<file path="src/rtl/dense_pkg.sv">
// Shared constants, FSM state type and output quantisation helper for the
// dense-layer sequencer.
package dense_pkg;

  localparam int DEF_DATA_W     = 16;
  localparam int DEF_ACC_W      = 32;
  localparam int DEF_FRAC_SHIFT = 7;

  typedef enum logic [2:0] {
    IDLE,
    BIAS,
    MAC,
    DRAIN,
    WRITE,
    DONE
  } state_t;

  // Arithmetic shift, then clamp to the signed range of 'width' bits.
  // The caller truncates the 64-bit result to its output width.
  function automatic logic signed [63:0] sat_q(
    input logic signed [63:0] acc,
    input int unsigned        shift,
    input int unsigned        width
  );
    logic signed [63:0] q;
    logic signed [63:0] hi;
    logic signed [63:0] lo;
    q  = acc >>> shift;
    hi = (64'sd1 <<< (width - 1)) - 64'sd1;
    lo = -(64'sd1 <<< (width - 1));
    if (q > hi)      return hi;
    else if (q < lo) return lo;
    else             return q;
  endfunction

endpackage

</file>
<file path="src/rtl/dense_mac.sv">
// Shared signed multiply-accumulate: load bias or add the sign-extended
// product of the two operands; the accumulator wraps modulo 2^ACC_W.
module dense_mac #(
  parameter int DATA_W = 16,
  parameter int ACC_W  = 32
) (
  input  logic                     clk,
  input  logic                     reset,
  input  logic                     i_load,
  input  logic                     i_accum,
  input  logic signed [ACC_W-1:0]  i_bias,
  input  logic signed [DATA_W-1:0] i_a,
  input  logic signed [DATA_W-1:0] i_b,
  output logic signed [ACC_W-1:0]  o_acc
);

  logic signed [2*DATA_W-1:0] w_prod;
  logic signed [ACC_W-1:0]    w_prod_ext;
  logic signed [ACC_W-1:0]    r_acc;

  assign w_prod     = i_a * i_b;
  assign w_prod_ext = ACC_W'(w_prod);
  assign o_acc      = r_acc;

  always_ff @(posedge clk or negedge reset) begin
    if (!reset) begin
      r_acc <= '0;
    end else if (i_load) begin
      r_acc <= i_bias;
    end else if (i_accum) begin
      r_acc <= r_acc + w_prod_ext;
    end
  end

endmodule

</file>
<file path="src/rtl/dense_layer_sequencer.sv">
// Fully-connected layer sequencer over one shared MAC (N_OUT x N_IN walk).
// Define DENSE_RELU_EN to apply ReLU after output saturation.
module dense_layer_sequencer
  import dense_pkg::*;
#(
  parameter int N_IN       = 196,
  parameter int N_OUT      = 32,
  parameter int DATA_W     = DEF_DATA_W,
  parameter int ACC_W      = DEF_ACC_W,
  parameter int FRAC_SHIFT = DEF_FRAC_SHIFT,
  localparam int IN_AW     = $clog2(N_IN),
  localparam int WA_W      = $clog2(N_IN * N_OUT),
  localparam int J_W       = $clog2(N_OUT)
) (
  input  logic                     clk,
  input  logic                     reset,
  input  logic                     enable,
  output logic [IN_AW-1:0]         in_addr,
  input  logic signed [DATA_W-1:0] in_data,
  output logic [WA_W-1:0]          w_addr,
  input  logic signed [DATA_W-1:0] w_data,
  output logic [J_W-1:0]           b_addr,
  input  logic signed [ACC_W-1:0]  b_data,
  output logic                     res_we,
  output logic [J_W-1:0]           res_idx,
  output logic [ACC_W-1:0]         res_acc,
  output logic                     out_we,
  output logic [DATA_W-1:0]        out_data,
  output logic                     busy,
  output logic                     layer_done
);

  state_t                  r_state;
  logic [IN_AW-1:0]        r_k;
  logic [J_W-1:0]          r_j;
  logic [WA_W-1:0]         r_wbase;
  logic [IN_AW-1:0]        r_in_addr;
  logic [WA_W-1:0]         r_w_addr;
  logic [J_W-1:0]          r_b_addr;
  logic                    r_res_we;
  logic                    r_out_we;
  logic [J_W-1:0]          r_res_idx;
  logic                    r_busy;
  logic                    r_layer_done;

  logic                    w_load;
  logic                    w_accum;
  logic signed [ACC_W-1:0] w_acc;
  logic [DATA_W-1:0]       w_sat;

  // ROM data lags its address by one cycle: bias arrives at MAC k=0,
  // the product for address k arrives at k+1 (or DRAIN for the last one).
  assign w_load  = (r_state == MAC) && (r_k == '0);
  assign w_accum = ((r_state == MAC) && (r_k != '0)) || (r_state == DRAIN);

  dense_mac #(
    .DATA_W (DATA_W),
    .ACC_W  (ACC_W)
  ) u_mac (
    .clk     (clk),
    .reset   (reset),
    .i_load  (w_load),
    .i_accum (w_accum),
    .i_bias  (b_data),
    .i_a     (in_data),
    .i_b     (w_data),
    .o_acc   (w_acc)
  );

  assign w_sat = DATA_W'(sat_q(64'(w_acc), FRAC_SHIFT, DATA_W));

`ifdef DENSE_RELU_EN
  assign out_data = w_sat[DATA_W-1] ? '0 : w_sat;
`else
  assign out_data = w_sat;
`endif

  assign res_acc    = w_acc;
  assign in_addr    = r_in_addr;
  assign w_addr     = r_w_addr;
  assign b_addr     = r_b_addr;
  assign res_we     = r_res_we;
  assign out_we     = r_out_we;
  assign res_idx    = r_res_idx;
  assign busy       = r_busy;
  assign layer_done = r_layer_done;

  // Addresses are registered for the state being entered, so they are
  // valid for the whole cycle spent in BIAS/MAC and zero elsewhere.
  always_ff @(posedge clk or negedge reset) begin
    if (!reset) begin
      r_state      <= IDLE;
      r_k          <= '0;
      r_j          <= '0;
      r_wbase      <= '0;
      r_in_addr    <= '0;
      r_w_addr     <= '0;
      r_b_addr     <= '0;
      r_res_we     <= 1'b0;
      r_out_we     <= 1'b0;
      r_res_idx    <= '0;
      r_busy       <= 1'b0;
      r_layer_done <= 1'b0;
    end else begin
      r_res_we <= 1'b0;
      r_out_we <= 1'b0;
      case (r_state)
        IDLE: begin
          if (enable) begin
            r_state  <= BIAS;
            r_b_addr <= r_j;
            r_busy   <= 1'b1;
          end
        end
        BIAS: begin
          r_state   <= MAC;
          r_k       <= '0;
          r_in_addr <= '0;
          r_w_addr  <= r_wbase;
          r_b_addr  <= '0;
        end
        MAC: begin
          if (r_k == IN_AW'(N_IN - 1)) begin
            r_state   <= DRAIN;
            r_in_addr <= '0;
            r_w_addr  <= '0;
          end else begin
            r_k       <= r_k + IN_AW'(1);
            r_in_addr <= r_k + IN_AW'(1);
            r_w_addr  <= r_w_addr + WA_W'(1);
          end
        end
        DRAIN: begin
          r_state   <= WRITE;
          r_res_we  <= 1'b1;
          r_out_we  <= 1'b1;
          r_res_idx <= r_j;
        end
        WRITE: begin
          if (r_j == J_W'(N_OUT - 1)) begin
            r_state      <= DONE;
            r_busy       <= 1'b0;
            r_layer_done <= 1'b1;
          end else begin
            r_state  <= BIAS;
            r_j      <= r_j + J_W'(1);
            r_b_addr <= r_j + J_W'(1);
            r_wbase  <= r_wbase + WA_W'(N_IN);
          end
        end
        DONE: begin
          if (!enable) begin
            r_state      <= IDLE;
            r_layer_done <= 1'b0;
            r_j          <= '0;
            r_wbase      <= '0;
          end
        end
        default: r_state <= IDLE;
      endcase
    end
  end

endmodule

</file>
<file path="config.mk">
export PLATFORM = sky130hd
export DESIGN_NAME = dense_layer_sequencer
export DESIGN_NICKNAME = d
export VERILOG_FILES = /design/src/rtl/dense_pkg.sv /design/src/rtl/dense_mac.sv /design/src/rtl/dense_layer_sequencer.sv
export SDC_FILE = /design/constraint.sdc
export NUM_CORES = 1
export LEC_CHECK = 0
export CORE_MARGIN = 8
export CORE_UTILIZATION = 54
export DETAILED_ROUTE_END_ITERATION = 8
export GPL_ROUTABILITY_DRIVEN = 0
export GPL_TIMING_DRIVEN = 0
export PLACE_DENSITY_LB_ADDON = 0.25
export SYNTH_ARGS = -nofsm -noshare
export SYNTH_HDL_FRONTEND = slang
export SYNTH_HIERARCHICAL = 1
export SYNTH_SLANG_ARGS = --single-unit
export TNS_END_PERCENT = 1
</file>
<file path="constraint.sdc">
create_clock -name clk -period 10.3 [get_ports clk]
set_input_delay 2.06 -clock clk [delete_from_list [all_inputs] [get_ports clk]]
set_output_delay 2.06 -clock clk [all_outputs]
set_load 0.02 [all_outputs]
</file>
==> impl_metrics.yaml, run 1 <==
global_route:
  grt_pass1_wl_um: 70310
  grtUsageMet1: 0.3383
  grt-busiest-layer: "met2"
  grt_pass1_vias: 13130
  use_met3: 0.06402
  grt_max_degree: 58
  gr-total-overflow: 0
  use_met2: 0.4265
  track_usage: 0.2632
  grt_antenna_before_repair: 5
cts:
  path_clk_slew_ns: 0.06
  numCtsBuffers: 9
  clock_path_buffers: 2
  clock-sinks: 93
  cts_max_level: 3
  hold_buffers: 0
  cts-root-buf: "clkbuf_16"
  clk_latency_ns: 0.34
  cts_tree: "built"
  post-cts-setup-buffers: 0
  ctsResizeCount: 0
finish:
  areaGrowthSynthToFinish_pct: 14.65
  layout-drive-gt1-share: 0.02284
  finalNetCount: 2298
  final_cells: 2224
synth:
  yosys.area.top_type_share: 0.3747
  synth_nets: 2137
  synth_cell_type_count: 78
  syn-cell-area_mm2: 0.01560
  ys_ff_latch: 93
  yosysSeqAreaShare: 0.1492
  synth_cells: 1674
  synth_edf_count: 0
  synth_top_area_cell: "fa_1"
  syn_avg_cell_area_um2: 9.320
  ys_warn_count: 6
  async_reset_ff_frac: 1.000
  yosysMostFrequentCell: "inv_1"
  synth_area_leaders: "fa_1 (37%), dfrtp_1 (15%), inv_1 (8.6%), ha_1 (8.3%), and2_1 (4.9%)"
  synthFlopType: "dfrtp_1"
  ys_top_cells_by_count: "inv_1 (359), fa_1 (292), nand2_1 (188)"
drt:
  via_per_inst: 5.553
  detail-route-antenna-nets: 0
  dr.pass1.iters: 7
  wl_per_cell_um: 19.52
  vias: 12350
  drc_errors: 0
  drtIter0Drc: 868
  routed_wl_um: 43420
critical_path:
  reg2reg_depth: 16
  crit_type: "in -> reg"
  cp.arrival_ns: 9.33
  path_max_fanout: 10
  worst_setup_path_start_kind: "input pin"
  crit_required_ns: 10.57
  worstSetupEndpointType: "flip-flop"
job:
  max_cap_violations: 0
placed_design:
  dp_cells: 2208
  numPortBuffers: 149
  hpwl_um: 36510
sta:
  worst-slew-pin-transition_ns: 1.286
  clock.fmax_ghz: 0.1105
  hold_viol_final: 0
  finClkSkew_ns: 0.003623
  slew_headroom: 0.1352
  timing.final.crit_share: 0.8789
  setup_tns_ns: 0
  min_period_ns: 9.053
  grt_setup_unrepaired: "no"
  setup_viol: 0
  drv_slew: 0
hold_path:
  min_path_cells: 1
  hp-class: "reg -> reg"
floorplan:
  fp.dieArea_mm2: 0.03459
  fp-row-count: 62
  die_w_um: 186.0
  fp.coreArea_mm2: 0.02855
  ios: 150
  initial_core_util: 0.5465
  die_h_um: 186.0
outcome:
  outcome: "complete, no violations"
## final timing paths
| check | start | slack [ns] | endpoint |
|---|---|---|---|
| worst max-delay path | in_data[7] | 1.25 | u_mac/o_acc[31] |
| worst min-delay path | in_addr[4] | 0.49 | in_addr[4] |
| worst max register to register | u_mac/o_acc[8] | 4.93 | u_mac/o_acc[18] |
| worst min register to register | in_addr[4] | 0.49 | in_addr[4] |
| max in group asynchronous | reset | 7.84 | r_k[7] |
| min in group asynchronous | reset | 1.80 | w_addr[12] |
## cell families after synthesis
logic type / count (synthesis) / share of synthesized area
xor gates and xnor gates: 46 / 0.02582
buffers and inverters: 421 / 0.1031
adders and majority gates: 396 / 0.4581
AOI/OAI and AO/OA: 235 / 0.1032
muxes: 18 / 0.01187
DFF: 93 / 0.1492
and+or+nand+nor: 465 / 0.1488
## layout by cell type, fill, tap and decap left out, types with 3 or more instances in the layout
cell             synthesis  routed
a211oi_2                 3       3
nand3b_1                 6       6
a211oi_1                 4       4
o31ai_1                  3       3
a31oi_1                 12      12
a211o_1                  3       3
o21bai_1                 3       3
a22oi_1                 11      11
a22o_1                   4       4
nand4_1                 11      11
mux2_2                   4       4
or3_1                    4       4
nor3_1                   9       9
clkbuf_16                0       9
ha_1                   104     104
nor4_1                   8       8
clkdlybuf4s50_1          0     148
fa_1                   292     292
nand3_1                 21      21
mux2i_1                 14      14
o21ai_0                 58      58
a32oi_1                  4       4
clkbuf_1                52      55
o21ai_1                  8       8
o21a_1                   3       3
nor2_1                  58      58
nand2b_1                 7       7
dfrtp_1                 93      93
nand2_1                188     188
and3_1                   9       9
xor2_1                  17      17
xnor2_1                 29      29
inv_1                  359     359
and2_1                 123     123
buf_1                    3       3
a21oi_1                 46      46
nor2b_1                  4       4
a21o_1                  44      44
## critical path: stages
cell,delay (ns)
clkdlybuf4s50_1,0.81
clkbuf_1,0.57
nand2_1,0.17
fa_1,0.56
inv_1,0.05
fa_1,0.50
inv_1,0.05
fa_1,0.47
inv_1,0.06
fa_1,0.52
fa_1,0.56
inv_1,0.07
fa_1,0.57
inv_1,0.06
ha_1,0.37
and3_1,0.26
nand2_1,0.10
a211oi_2,0.06
o41ai_4,0.51
or3_4,0.25
a211oi_2,0.07
or4_1,0.52
nand3_1,0.08
## routing by layer
layer	vias to the layer above	wire length [um]	part of all wire
met1	6270	17450	0.40
met5	-	47	0.0011
met4	8	1955	0.045
met2	454	20430	0.47
li1	5518	-	-
met3	100	3534	0.081
## final cells by class
cell class / instances / area, um2
clock buffer: 14 / 264.0
multi-input combinational: 1160 / 11670
clock inverter: 1 / 30.03
sequential: 93 / 2327
timing repair buffer: 150 / 1509
inverter: 360 / 1351
antenna: 1 / 2.502
buffer: 61 / 256.5
fill: 2416 / 10660
tap: 384 / 480.5
## stage by stage
step / cell area (um2) / worst slack (ns) / util / hold slack [ns]
after floorplan: 15600 / 2.352 / - / 0.4740
after global placement: 17570 / 1.025 / 0.6156 / 0.4606
after detailed placement: 17590 / 1.001 / 0.6162 / 0.4709
after CTS: 17880 / 1.359 / 0.6265 / 0.4898
after global routing: 17890 / 1.007 / 0.6266 / 0.5058
final: 17890 / 1.247 / 0.6266 / 0.4866
## state kept, by name, indices dropped and copies added (netlist names)
name	cells
busy	1
u_mac/o_acc	32
r_wbase	11
res_idx	5
r_k	8
r_j	5
layer_done	1
out_we	1
r_state	3
b_addr	5
in_addr	8
w_addr	13
Power of run 1 is left out: the tool's default activity adds up to more than one toggle a clock period on the data nets, which glitch-free logic cannot reach.
==> run 2: changes to the inputs <==
Settings changed: CORE_UTILIZATION 54 to 25, CTS_CLUSTER_SIZE set to 24.
==> run 2 against run 1 <==
Net effect:
- count of clock-buffer cells in the layout decreased by 5
- die area increased by 100%
- first-iteration DRC count shrank 21%
- utilization decreased by 33 points
- worst setup slack got worse by 0.14 ns
- critical path depth stayed put
- critical path type unchanged
==> impl_metrics.yaml, run 2 (synthesis gave the netlist of run 1 again) <==
sta:
  finClkSkew_ns: 0.01280
  worst-slew-pin-transition_ns: 1.279
  fin_ws_ns: 1.107
  timing.final.crit_share: 0.8925
  clock.fmax_ghz: 0.1088
  slew_headroom: 0.1430
  min_period_ns: 9.193
  holdWs_ns: 0.4885
  setup_viol: 0
  grt_setup_unrepaired: "no"
  setup_tns_ns: 0
  drv_slew: 0
  hold_viol_final: 0
drt:
  drtIter0Drc: 687
  detail-route-antenna-nets: 0
  wl_per_cell_um: 18.29
  vias: 11810
  via_per_inst: 4.403
  drc_errors: 0
  routed_wl_um: 49050
  dr.pass1.iters: 5
cts:
  ctsResizeCount: 0
  path_clk_slew_ns: 0.08
  hold_buffers: 0
  post-cts-setup-buffers: 0
  clk_latency_ns: 0.38
  clock-sinks: 93
  clock_path_buffers: 2
  cts_tree: "built"
  numCtsBuffers: 9
  cts_max_level: 3
  cts-root-buf: "clkbuf_16"
floorplan:
  fp-row-count: 91
  die_h_um: 265.8
  fp.dieArea_mm2: 0.07066
  ios: 150
  die_w_um: 265.8
  fp.coreArea_mm2: 0.06171
  initial_core_util: 0.2528
global_route:
  track_usage: 0.1431
  grt_pass1_wl_um: 78780
  grt_pass1_vias: 13040
  gr-total-overflow: 0
  grt_antenna_before_repair: 9
  grt_max_degree: 49
finish:
  finalNetCount: 2299
  areaGrowthSynthToFinish_pct: 18.49
  largest_reg_flops: 32
  final_cells: 2682
  layout-drive-gt1-share: 0.02607
  layout_common_cells: "inv_1 (359), fa_1 (292), nand2_1 (188)"
  final_common_cell: "inv_1"
critical_path:
  cp.arrival_ns: 9.44
  worst_setup_path_start_kind: "input pin"
  rr_startpoint: "u_mac/o_acc[12]"
  reg2reg_depth: 16
  crit_required_ns: 10.55
  crit_path_max_incr_delay_ns: 0.85
  worstSetupEndpointType: "flip-flop"
  ff2ff_setup_slack_ns: 4.72
  cp_cell_sequence: "clkdlybuf4s50_1 -> clkbuf_1 -> nand2_1 -> fa_1 -> inv_1 -> fa_1 -> inv_1 -> fa_1 -> inv_1 -> fa_1 -> fa_1 -> inv_1 -> fa_1 -> inv_1 -> ha_1 -> and3_1 -> nand2_1 -> a211oi_2 -> o41ai_4 -> or3_4 -> a21bo_2 -> a31oi_1 -> o21ai_0"
  path_max_fanout: 10
  crit_type: "in -> reg"
  worst_path_max_delay_cell: "clkdlybuf4s50_1"
  crit_top_cell: "fa_1"
  worstReg2RegEnd: "u_mac/o_acc[27]"
placed_design:
  numPortBuffers: 149
  dp_cells: 2662
  place_ws_ns: 0.7374
  hpwl_um: 42290
hold_path:
  hp-class: "reg -> reg"
  worstHoldStart: "in_addr[4]"
  min_path_cells: 1
  worstHoldEndpoint: "in_addr[4]"
outcome:
  outcome: "complete, no violations"
job:
  max_cap_violations: 0
## run 2: changes by cell type in the layout (fill, tap and decap cells not counted), moves of 2 or more
cell	delta
clkbuf_1	-3
diode_2	+3
inv_6	+3
clkbuf_8	-2
inv_8	+2
## run 2: worst max path at each step
stage | endpoint | depth (start not counted) | startpoint | slack (ns)
after floorplan | u_mac/o_acc[31] | 22 | w_data[1] | 2.35
after global placement | u_mac/o_acc[27] | 23 | in_data[7] | 0.74
after detailed placement | u_mac/o_acc[27] | 23 | in_data[7] | 0.74
after CTS | u_mac/o_acc[27] | 23 | w_data[8] | 1.13
after global routing | u_mac/o_acc[27] | 23 | in_data[7] | 0.87
final | u_mac/o_acc[27] | 23 | w_data[8] | 1.11
## run 2: per-stage QoR
stage,area (um2),utilization
floorplan,15600,-
global placement,18140,0.2939
detailed placement,18180,0.2946
CTS,18480,0.2994
global route,18480,0.2994
finish,18490,0.2996
## run 2: final cells by class
type	instances	area (um2)
fillers	6582	43230
multi-input cells	1160	11670
inverters	360	1351
plain buffers	61	256.5
flip-flops and latches	93	2327
clock inverters	7	73.82
clock buffers	9	225.2
repair buffers	151	1524
diodes	4	10.01
well taps	837	1047
## run 2: metal layers
| layer | part of all wire | vias up | GRT usage |
|---|---|---|---|
| met5 | 0.0014 | - | 0 |
| met4 | 0.024 | 10 | 0.04435 |
| met3 | 0.044 | 45 | 0.02168 |
| met2 | 0.47 | 300 | 0.2385 |
| met1 | 0.46 | 5919 | 0.1900 |
| li1 | - | 5536 | - |
## run 2: critical path: cells and delay by family
family | cells | cell delay [ns]
AND/OR/NAND/NOR | 4 | 0.98
AO/OA/AOI/OAI | 5 | 1.21
buffers and inverters | 7 | 1.64
adder cells (fa/ha/maj) | 7 | 3.55
Power of run 2 is left out for the same reason.
==> run 3: changes to the inputs <==
Settings changed: HOLD_SLACK_MARGIN set to 0.15.
==> results of run 3 <==
Final layout, timing and power as in run 2 (identical DEF).
Power of run 3 is left out for the same reason.
